[src/rtl/tile_map_engine.sv]
// Writable per-level tile map with 1-cycle pixel lookup, coin/brick/gate edits and a coin counter.
// Optional build macro TILE_MAP_CRUMBLE_EN: BREAK frees a brick after BREAK_FRAMES frames instead of at once.
module tile_map_engine #(
    parameter int NUM_ROWS     = 7,
    parameter int NUM_COLS     = 10,
    parameter int TILE_SHIFT   = 6,
    parameter int NUM_LEVELS   = 4,
    parameter int TYPE_W       = 3,
    parameter int OFFSET_X     = 7,
    parameter int OFFSET_Y     = 50,
    parameter int BREAK_FRAMES = 8
) (
    input  logic                                            clk,
    input  logic                                            reset,
    input  logic [$clog2(NUM_LEVELS)-1:0]                   level,
    input  logic                                            level_load,
    output logic [$clog2(NUM_LEVELS*NUM_ROWS*NUM_COLS)-1:0] rom_addr,
    input  logic [TYPE_W+7:0]                               rom_data,
    output logic                                            busy,
    input  logic [10:0]                                     pixelX,
    input  logic [10:0]                                     pixelY,
    input  logic                                            startOfFrame,
    output logic [TYPE_W-1:0]                               tile_type,
    output logic [7:0]                                      teleport_cordinates,
    output logic [10:0]                                     tileTopLeftX,
    output logic [10:0]                                     tileTopLeftY,
    output logic [10:0]                                     offsetX,
    output logic [10:0]                                     offsetY,
    input  logic                                            upd_valid,
    output logic                                            upd_ready,
    input  logic                                            upd_kind,
    input  logic [3:0]                                      upd_col,
    input  logic [3:0]                                      upd_row,
    input  logic                                            gate,
    input  logic [3:0]                                      gate_col,
    input  logic [3:0]                                      gate_row,
    output logic [7:0]                                      coins_left,
    output logic                                            level_clear
);
    localparam int CELLS = NUM_ROWS * NUM_COLS;
    localparam int IDX_W = $clog2(CELLS);
    localparam int AW    = $clog2(NUM_LEVELS * CELLS);
    localparam int CW    = $clog2(CELLS + 1);
    localparam logic [TYPE_W-1:0] T_FREE = '0;
    localparam logic [TYPE_W-1:0] T_GATE = TYPE_W'(2);
    localparam logic [TYPE_W-1:0] T_COIN = TYPE_W'(3);
    localparam logic [TYPE_W-1:0] T_BRAK = TYPE_W'(6);
    localparam logic [3:0]  COLS4  = 4'(NUM_COLS);
    localparam logic [3:0]  ROWS4  = 4'(NUM_ROWS);
    localparam logic [10:0] COLS11 = 11'(NUM_COLS);
    localparam logic [10:0] ROWS11 = 11'(NUM_ROWS);

    typedef enum logic [1:0] {IDLE, LOAD, RUN} state_t;
    state_t state;

    logic [TYPE_W-1:0] map_type [CELLS];
    logic [7:0]        map_tp   [CELLS];
    logic [CW-1:0]     load_cnt;
    logic [IDX_W-1:0]  load_idx, px_idx, upd_idx, gate_idx, crumble_idx;
    logic [10:0]       px_col, px_row, tl_x, tl_y;
    logic [TYPE_W+7:0] saved;
    logic gate_q, saved_flag, px_hit, upd_in, gate_in, run, load_start;
    logic upd_fire, collect, brk, upd_free, gate_rise, gate_fall, gate_wr;
    logic crumble_wr, upd_lose, upd_wr, coin_dec;

    function automatic logic [IDX_W-1:0] cell_idx(input logic [10:0] c, input logic [10:0] r);
        return IDX_W'(int'(r) * NUM_COLS + int'(c));
    endfunction

    assign px_col   = pixelX >> TILE_SHIFT;
    assign px_row   = pixelY >> TILE_SHIFT;
    assign tl_x     = px_col << TILE_SHIFT;
    assign tl_y     = px_row << TILE_SHIFT;
    assign px_hit   = (px_col < COLS11) && (px_row < ROWS11);
    assign px_idx   = cell_idx(px_col, px_row);
    assign upd_in   = (upd_col < COLS4) && (upd_row < ROWS4);
    assign gate_in  = (gate_col < COLS4) && (gate_row < ROWS4);
    assign upd_idx  = cell_idx({7'd0, upd_col}, {7'd0, upd_row});
    assign gate_idx = cell_idx({7'd0, gate_col}, {7'd0, gate_row});
    assign load_idx = IDX_W'(load_cnt - 1'b1);

    // A reload request pre-empts every edit in the same cycle.
    assign run        = (state == RUN) && !level_load;
    assign load_start = level_load && (state != LOAD);
    assign upd_fire   = run && upd_valid && upd_in;
    assign collect    = upd_fire && !upd_kind && (map_type[upd_idx] == T_COIN);
    assign brk        = upd_fire && upd_kind && (map_type[upd_idx] == T_BRAK);
    assign gate_rise  = run && gate && !gate_q && gate_in;
    assign gate_fall  = run && !gate && gate_q && gate_in && saved_flag;
    assign gate_wr    = gate_rise || gate_fall;
    assign upd_lose   = (gate_wr && (gate_idx == upd_idx)) || (crumble_wr && (crumble_idx == upd_idx));
    assign upd_wr     = upd_free && !upd_lose;
    assign coin_dec   = collect && !upd_lose;

    assign upd_ready   = (state == RUN);
    assign level_clear = (state == RUN) && (coins_left == 8'd0);

`ifdef TILE_MAP_CRUMBLE_EN
    localparam int FW = $clog2(BREAK_FRAMES) + 1;
    logic          crumble_busy;
    logic [FW-1:0] frame_cnt;

    assign upd_free   = collect;
    assign crumble_wr = run && crumble_busy && startOfFrame && (frame_cnt == FW'(BREAK_FRAMES - 1));

    always_ff @(posedge clk) begin
        if (reset || load_start) begin
            crumble_busy <= 1'b0;
            crumble_idx  <= '0;
            frame_cnt    <= '0;
        end else if (crumble_wr) begin
            crumble_busy <= 1'b0;
        end else if (run && crumble_busy && startOfFrame) begin
            frame_cnt <= frame_cnt + 1'b1;
        end else if (brk && !crumble_busy) begin
            crumble_busy <= 1'b1;
            crumble_idx  <= upd_idx;
            frame_cnt    <= '0;
        end
    end
`else
    // Frame pulses only drive the crumble delay, which this build omits.
    logic unused_frames;
    assign unused_frames = startOfFrame | (BREAK_FRAMES == 0);
    assign upd_free      = collect || brk;
    assign crumble_wr    = 1'b0;
    assign crumble_idx   = '0;
`endif

    always_ff @(posedge clk) begin
        if (reset) begin
            state      <= IDLE;
            load_cnt   <= '0;
            rom_addr   <= '0;
            busy       <= 1'b0;
            coins_left <= '0;
            gate_q     <= 1'b0;
            saved_flag <= 1'b0;
            saved      <= '0;
            for (int i = 0; i < CELLS; i++) begin
                map_type[i] <= T_FREE;
                map_tp[i]   <= '0;
            end
        end else begin
            gate_q <= gate;
            case (state)
                IDLE, RUN: if (level_load) begin
                    state      <= LOAD;
                    load_cnt   <= '0;
                    busy       <= 1'b1;
                    coins_left <= '0;
                    saved_flag <= 1'b0;
                    rom_addr   <= AW'(level) * AW'(CELLS);
                end
                LOAD: begin
                    // ROM data trails the address by one cycle, so cell n is written at count n+1.
                    load_cnt <= load_cnt + 1'b1;
                    if (load_cnt < CW'(CELLS - 1)) rom_addr <= rom_addr + 1'b1;
                    if (load_cnt != '0) begin
                        map_type[load_idx] <= rom_data[TYPE_W+7:8];
                        map_tp[load_idx]   <= rom_data[7:0];
                        if (rom_data[TYPE_W+7:8] == T_COIN) coins_left <= coins_left + 1'b1;
                    end
                    if (load_cnt == CW'(CELLS)) begin
                        state <= RUN;
                        busy  <= 1'b0;
                    end
                end
                default: state <= IDLE;
            endcase

            if (upd_wr) begin
                map_type[upd_idx] <= T_FREE;
                map_tp[upd_idx]   <= '0;
            end
            if (crumble_wr && !(gate_wr && (gate_idx == crumble_idx))) begin
                map_type[crumble_idx] <= T_FREE;
                map_tp[crumble_idx]   <= '0;
            end
            if (gate_rise) begin
                saved              <= {map_type[gate_idx], map_tp[gate_idx]};
                saved_flag         <= 1'b1;
                map_type[gate_idx] <= T_GATE;
                map_tp[gate_idx]   <= '0;
            end else if (gate_fall) begin
                map_type[gate_idx] <= saved[TYPE_W+7:8];
                map_tp[gate_idx]   <= saved[7:0];
            end
            if (coin_dec && (coins_left != 8'd0)) coins_left <= coins_left - 1'b1;
        end
    end

    always_ff @(posedge clk) begin
        if (reset) begin
            tile_type           <= '0;
            teleport_cordinates <= '0;
            tileTopLeftX        <= '0;
            tileTopLeftY        <= '0;
            offsetX             <= '0;
            offsetY             <= '0;
        end else begin
            tileTopLeftX <= tl_x;
            tileTopLeftY <= tl_y;
            offsetX      <= pixelX - tl_x - 11'(OFFSET_X);
            offsetY      <= pixelY - tl_y - 11'(OFFSET_Y);
            if ((state == RUN) && px_hit) begin
                tile_type           <= map_type[px_idx];
                teleport_cordinates <= map_tp[px_idx];
            end else begin
                tile_type           <= T_FREE;
                teleport_cordinates <= '0;
            end
        end
    end
endmodule

[config.mk]
export PLATFORM = sky130hd
export DESIGN_NAME = tile_map_engine
export DESIGN_NICKNAME = d
export VERILOG_FILES = /design/src/rtl/tile_map_engine.sv
export SDC_FILE = /design/constraint.sdc
export NUM_CORES = 2
export LEC_CHECK = 0
export BUFFER_PORTS_ARGS = -buffer_cell sky130_fd_sc_hd__buf_2
export CORE_MARGIN = 2
export CORE_UTILIZATION = 36
export DETAILED_ROUTE_END_ITERATION = 8
export PLACE_DENSITY = 0.57
export RECOVER_POWER = 100
export SYNTH_ARGS = -nofsm -noshare
export SYNTH_HDL_FRONTEND = slang
export SYNTH_SLANG_ARGS = --single-unit
[constraint.sdc]
create_clock -name clk -period 10 [get_ports clk]
set_clock_uncertainty 0.15 [all_clocks]
set_input_delay 1 -clock clk [delete_from_list [all_inputs] [get_ports clk]]
set_output_delay 1 -clock clk [all_outputs]
set_load 0.02 [all_outputs]
Yosys cells after proc, flatten, opt, wreduce, memory -nomap -nowiden
Memories as Yosys holds them, arrays and structs flattened. A register that Yosys moved wholly into a read port is not among the register bits.
Cells that the tools add are included.
{"block": "totals", "ff_bits": 73, "mem_bits_rw": 770, "inputBits": 58, "word_cells": 161, "mem_count": 2}
{"name": "map_tp", "depth": 70, "word_bits": 8, "rd": 2, "rd_ports_with_merged_regs": 2, "wr": 70, "line": "57", "rtl": "logic [7:0] map_tp [CELLS];"}
{"name": "map_type", "depth": 70, "word_bits": 3, "rd": 3, "rd_ports_with_merged_regs": 2, "wr": 70, "line": "56", "rtl": "logic [TYPE_W-1:0] map_type [CELLS];"}
{"block": "op_classes", "addsub": 12, "n_mul": 4, "order_cmp": 7, "n_eq_ne": 13, "n_mux": 55, "bitwise_logic": 3, "reduce_logical": 52}
{"cell": "8-bit two-way mux", "n": 8}
{"cell": "7-bit two-way mux", "n": 7}
{"cell": "1-bit two-way mux", "n": 27}
{"cell": "8-bit OR reduction", "n": 3}
{"cell": "1-bit logical AND", "n": 23}
{"cell": "11-bit subtractor", "n": 2}
{"cell": "9-bit two-way mux", "n": 2}
{"cell": "9-bit one-hot mux with 2 select lines", "n": 1}
{"cell": "8-bit one-hot mux with 2 select lines", "n": 1}
{"cell": "7-bit by 4-bit adder with 7-bit output", "n": 2}
{"cell": "7-bit one-hot mux with 2 select lines", "n": 1}
{"cell": "4-bit by 3-bit multiplier with 6-bit output (second input constant)", "n": 2}
{"cell": "3-bit two-way mux", "n": 4}
{"cell": "11-bit by 3-bit subtractor with 11-bit output (second input constant)", "n": 1}
{"cell": "11-bit by 6-bit subtractor with 11-bit output (second input constant)", "n": 1}
{"cell": "9-bit by 1-bit adder with 9-bit output (second input constant)", "n": 1}
{"cell": "3-bit inequality test (second input constant)", "n": 3}
{"cell": "3-bit OR reduction", "n": 3}
{"cell": "8-bit by 1-bit adder with 8-bit output (second input constant)", "n": 1}
{"cell": "8-bit logical NOT", "n": 1}
{"cell": "4-bit by 3-bit < comparator with 1-bit output (second input constant)", "n": 2}
{"cell": "4-bit < comparator (second input constant)", "n": 2}
{"cell": "2-bit by 6-bit multiplier with 8-bit output (second input constant)", "n": 1}
{"cell": "8-bit nonzero test", "n": 1}
{"cell": "30 further kinds", "n": 46}

Depth between registers and ports, before layout
{"block": "logic_depth", "depth_word": 15, "depth_mapped": 18, "mapped_depth_nobuf": 13}

Worst setup path after synthesis
OpenSTA, ideal clock, no wires.
{"block": "synth_timing", "path_kind": "input to register", "start": "input port upd_row[1]", "end": "memory map_tp[65][0], enable pin", "arrival_ps": 5334, "required_time_ps": 9456, "slack_ps": 4122, "cell_stages": 16, "n_path_buf": 3, "cell_sequence": "ha_1 > ha_1 > fa_1 > a21boi_1 > a22o_1 > clkbuf_1 > buf_2 > nand4_1 > and4_1 > a31oi_1 > o211ai_1 > a2bb2oi_2 > nor2_4 > buf_2 > a41oi_1 > o21ai_0"}
{"item": "from (decl)", "line": "33", "rtl": "input logic [3:0] upd_row,"}
{"item": "to (decl)", "line": "57"}

==> results.yml <==
outcome:
  status: "finished with violations"
  violations: "capacitance limit, slew limit"
placed_design:
  dp_slack_ps: 2400
  hpwl_mm: 263
  placed_area_um2: 96000
  port_buffers: 119
  place_congestion: 1.02
synthesis:
  synth.yosys.seq_area_share: 0.477
  synth-seq-cells: 1490
  synthesis.area_um2: 92000
  yosys.area.top_type: "edfxtp_1"
  ys_types: 85
  netlist_instances: 7957
  synth.avg_cell_area_um2: 11.6
  synth_area_leaders: "edfxtp_1 46%, mux4_2 23%, nor2_1 4.7%"
  async_reset_ff_frac: 0
  yosysWarnings: 0
  synth_edf_count: 1408
  yosys.area.top_type_share: 0.460
  ys.flop_type: "edfxtp_1"
global_routing:
  grt_use_total: 0.297
  grt_start_max_net_pins: 92
  grt_pass1_vias: 69100
  antenna_found_initial: 33
  grt_pass1_wl_mm: 546
  overflow: 0
power_and_ir_drop:
  ir_worst_vdd_uv: 194
  p_per_area_nw_per_um2: 173
  leakage_nw: 32.1
worst_setup_path:
  cp_max_fo: 30
  critPathArrivalTime_ps: 9700
  cpLargestDelayFamily: "compound AO/OA/AOI/OAI gates"
  cp.required_ps: 10440
  crit_path_start_kind: "input pin"
  crit_type: "input pin to flip-flop"
  max_stage_delay_ps: 2110
  crit_chain: "clkbuf_1 > ha_1 > ha_1 > fa_1 > a21boi_0 > a221oi_1 > clkbuf_1 > a32oi_1 > a31oi_1 > o21ai_0 > a2bb2oi_1 > nor2_4 > a21boi_0 > o22ai_1 > buf_4"
  crit_slowest_cell: "a21boi_0"
  end_kind: "flip-flop"
  worst-path-buf-inv: 3
sta:
  hold_viol_final: 0
  rsz0062_at_grt: "no"
  fmax_mhz: 108
  finalMaxSlewViolations: 843
  fin_ws_ps: 741
  period_minus_slack_ps: 9260
  slew_headroom: -1.46
  tns_ps: 0
  setup_viol: 0
  worst_pin_slew_ps: 3680
  period_share: 0.926
final_layout:
  area_delta_synth_final_pct: 9.97
  num-nets-final: 7746
  final_common_cell: "edfxtp_1"
  drive_gt1_frac: 0.195
  final_cell_mix: "1408 x edfxtp_1, 1132 x nor2_1, 995 x nand2_1"
  final_area_um2: 101000
clocking:
  cts_inserted_buffers: 173
  cts_root_buf: "clkbuf_16"
  tritoncts: "done"
  cts_buffer_depth: 3
  clk_latency_ps: 880
  postCtsSetupBuffers: 0
  clock-sinks: 1490
  cts.htree.levels: 4
  cts.clk_slew.worst_paths_ps: 60
  cts_hold_buf: 0
  cts_resized: 0
drt:
  routed_wl_mm: 392
  wl_per_cell_um: 35.0
  drc_errors: 0
  first_iter_violations: 13000
  dr.pass1.iters: 6
  vias: 74200
  via_per_inst: 6.64
  antenna_left: 0
floorplan:
  die_x_um: 510
  start_util: 0.362
  die_area_um2: 260000
  ios: 133
  rows: 185
  die_y_um: 510
  core-area_um2: 254000
flow_run:
  max-cap-violations: 36
min_path:
  hold_class: "input pin to flip-flop"
[stage by stage]
stage | cells | hold WS [ps] | utilization | power, mW
2_1_floorplan | 7968 | 335 | - | 9.18
5_1_grt | 11200 | 144 | 0.398 | 17.7
4_1_cts | 11200 | 115 | 0.401 | 17.3
3_3_place_gp | 10800 | 329 | 0.378 | 10.6
6_report | 11200 | 157 | 0.398 | 17.5
3_5_place_dp | 10800 | 335 | 0.378 | 10.7
[path summary, 6_finish.rpt]
path | cells after the start | slack, ps | to | start
worst max-delay path | 15 | 740 | map_tp[114][6] | upd_row[1]
worst min-delay path | 2 | 160 | offsetX[0] | pixelX[0]
worst max register to register | 12 | 780 | map_tp[30][7] | state[1]
worst min register to register | 2 | 350 | busy | busy
[final cells by class]
type / instances / area, µm²
Tap cell: 3366 / 4210
Inverter: 27 / 103
Multi-Input combinational cell: 5521 / 44400
Fill cell: 24000 / 153000
Antenna cell: 21 / 52.6
Clock buffer: 218 / 4600
Timing Repair Buffer: 429 / 2550
Clock inverter: 105 / 1310
Sequential cell: 1490 / 43900
[worst reg2reg max path, delay by kind of cell, from the launching register on]
| kind | cells | cell delay [ps] |
|---|---|---|
| compound gates | 3 | 1510 |
| flops | 1 | 360 |
| buf+inv | 3 | 2630 |
| simple gates | 6 | 4200 |
[report_power, final]
group	switching, mW	total, mW	internal, mW
clock	2.88	6.77	3.88
combinational	2.43	3.69	1.26
sequential	0.0854	7.03	6.94
total	5.40	17.5	12.1
[flip-flops by register name, summed over array words and instances (netlist names)]
| register | flops |
|---|---|
| map_tp | 1024 |
| map_type | 384 |
| offsetY | 11 |
| saved | 11 |
| offsetX | 10 |
| rom_addr | 9 |
| coins_left | 8 |
| teleport_cordinates | 8 |
| load_cnt | 7 |
| tileTopLeftX | 5 |
| tileTopLeftY | 5 |
| tile_type | 3 |
| state | 2 |
| busy | 1 |
| gate_q | 1 |
| saved_flag | 1 |
[routing by layer]
| metal | GRT usage | routed length (µm) | share of wire | up-vias |
|---|---|---|---|---|
| li1 | - | - | - | 29800 |
| met1 | 0.376 | 137000 | 0.35 | 37100 |
| met2 | 0.433 | 167000 | 0.43 | 5965 |
| met3 | 0.0967 | 55500 | 0.14 | 1308 |
| met4 | 0.197 | 32700 | 0.083 | 30 |
| met5 | 0.000914 | 199 | 0.00051 | - |
[cell families (layout without fill, tap and decap cells)]
| kind of cell | count (synthesis) | after routing | share of synthesized area |
|---|---|---|---|
| flops | 1490 | 1490 | 0.477 |
| xor+xnor | 41 | 41 | 0.00413 |
| compound gates | 1887 | 1887 | 0.117 |
| buf+inv | 957 | 779 | 0.0435 |
| other cells | 1 | 33 | 0.0000408 |
| mux | 1099 | 1099 | 0.246 |
| simple gates | 2436 | 2436 | 0.106 |
| fa+ha+maj | 46 | 46 | 0.00675 |
[Yosys cell counts (8+ instances only)]
cell type / number
nor4_1: 18
a22oi_1: 12
dfxtp_1: 82
and2_1: 20
o22ai_1: 307
xnor2_1: 26
nor3_1: 40
o211ai_1: 18
or3_1: 10
edfxtp_1: 1408
a211o_1: 15
xor2_1: 13
mux2_2: 12
a21boi_1: 16
a22o_1: 47
inv_1: 27
a31oi_1: 64
o31ai_1: 24
buf_1: 68
mux2i_1: 157
a211oi_1: 22
nand3b_1: 9
buf_4: 22
and3_1: 12
nand3_1: 65
ha_1: 40
nor2_1: 1156
a21o_1: 8
nor2b_1: 43
nand2_1: 1005
o21ai_0: 737
mux4_2: 923
clkbuf_1: 665
buf_2: 163
a21oi_1: 550
nand4_1: 24
nand2b_1: 15
a221oi_1: 11
(Power assumes the default switching activity.)
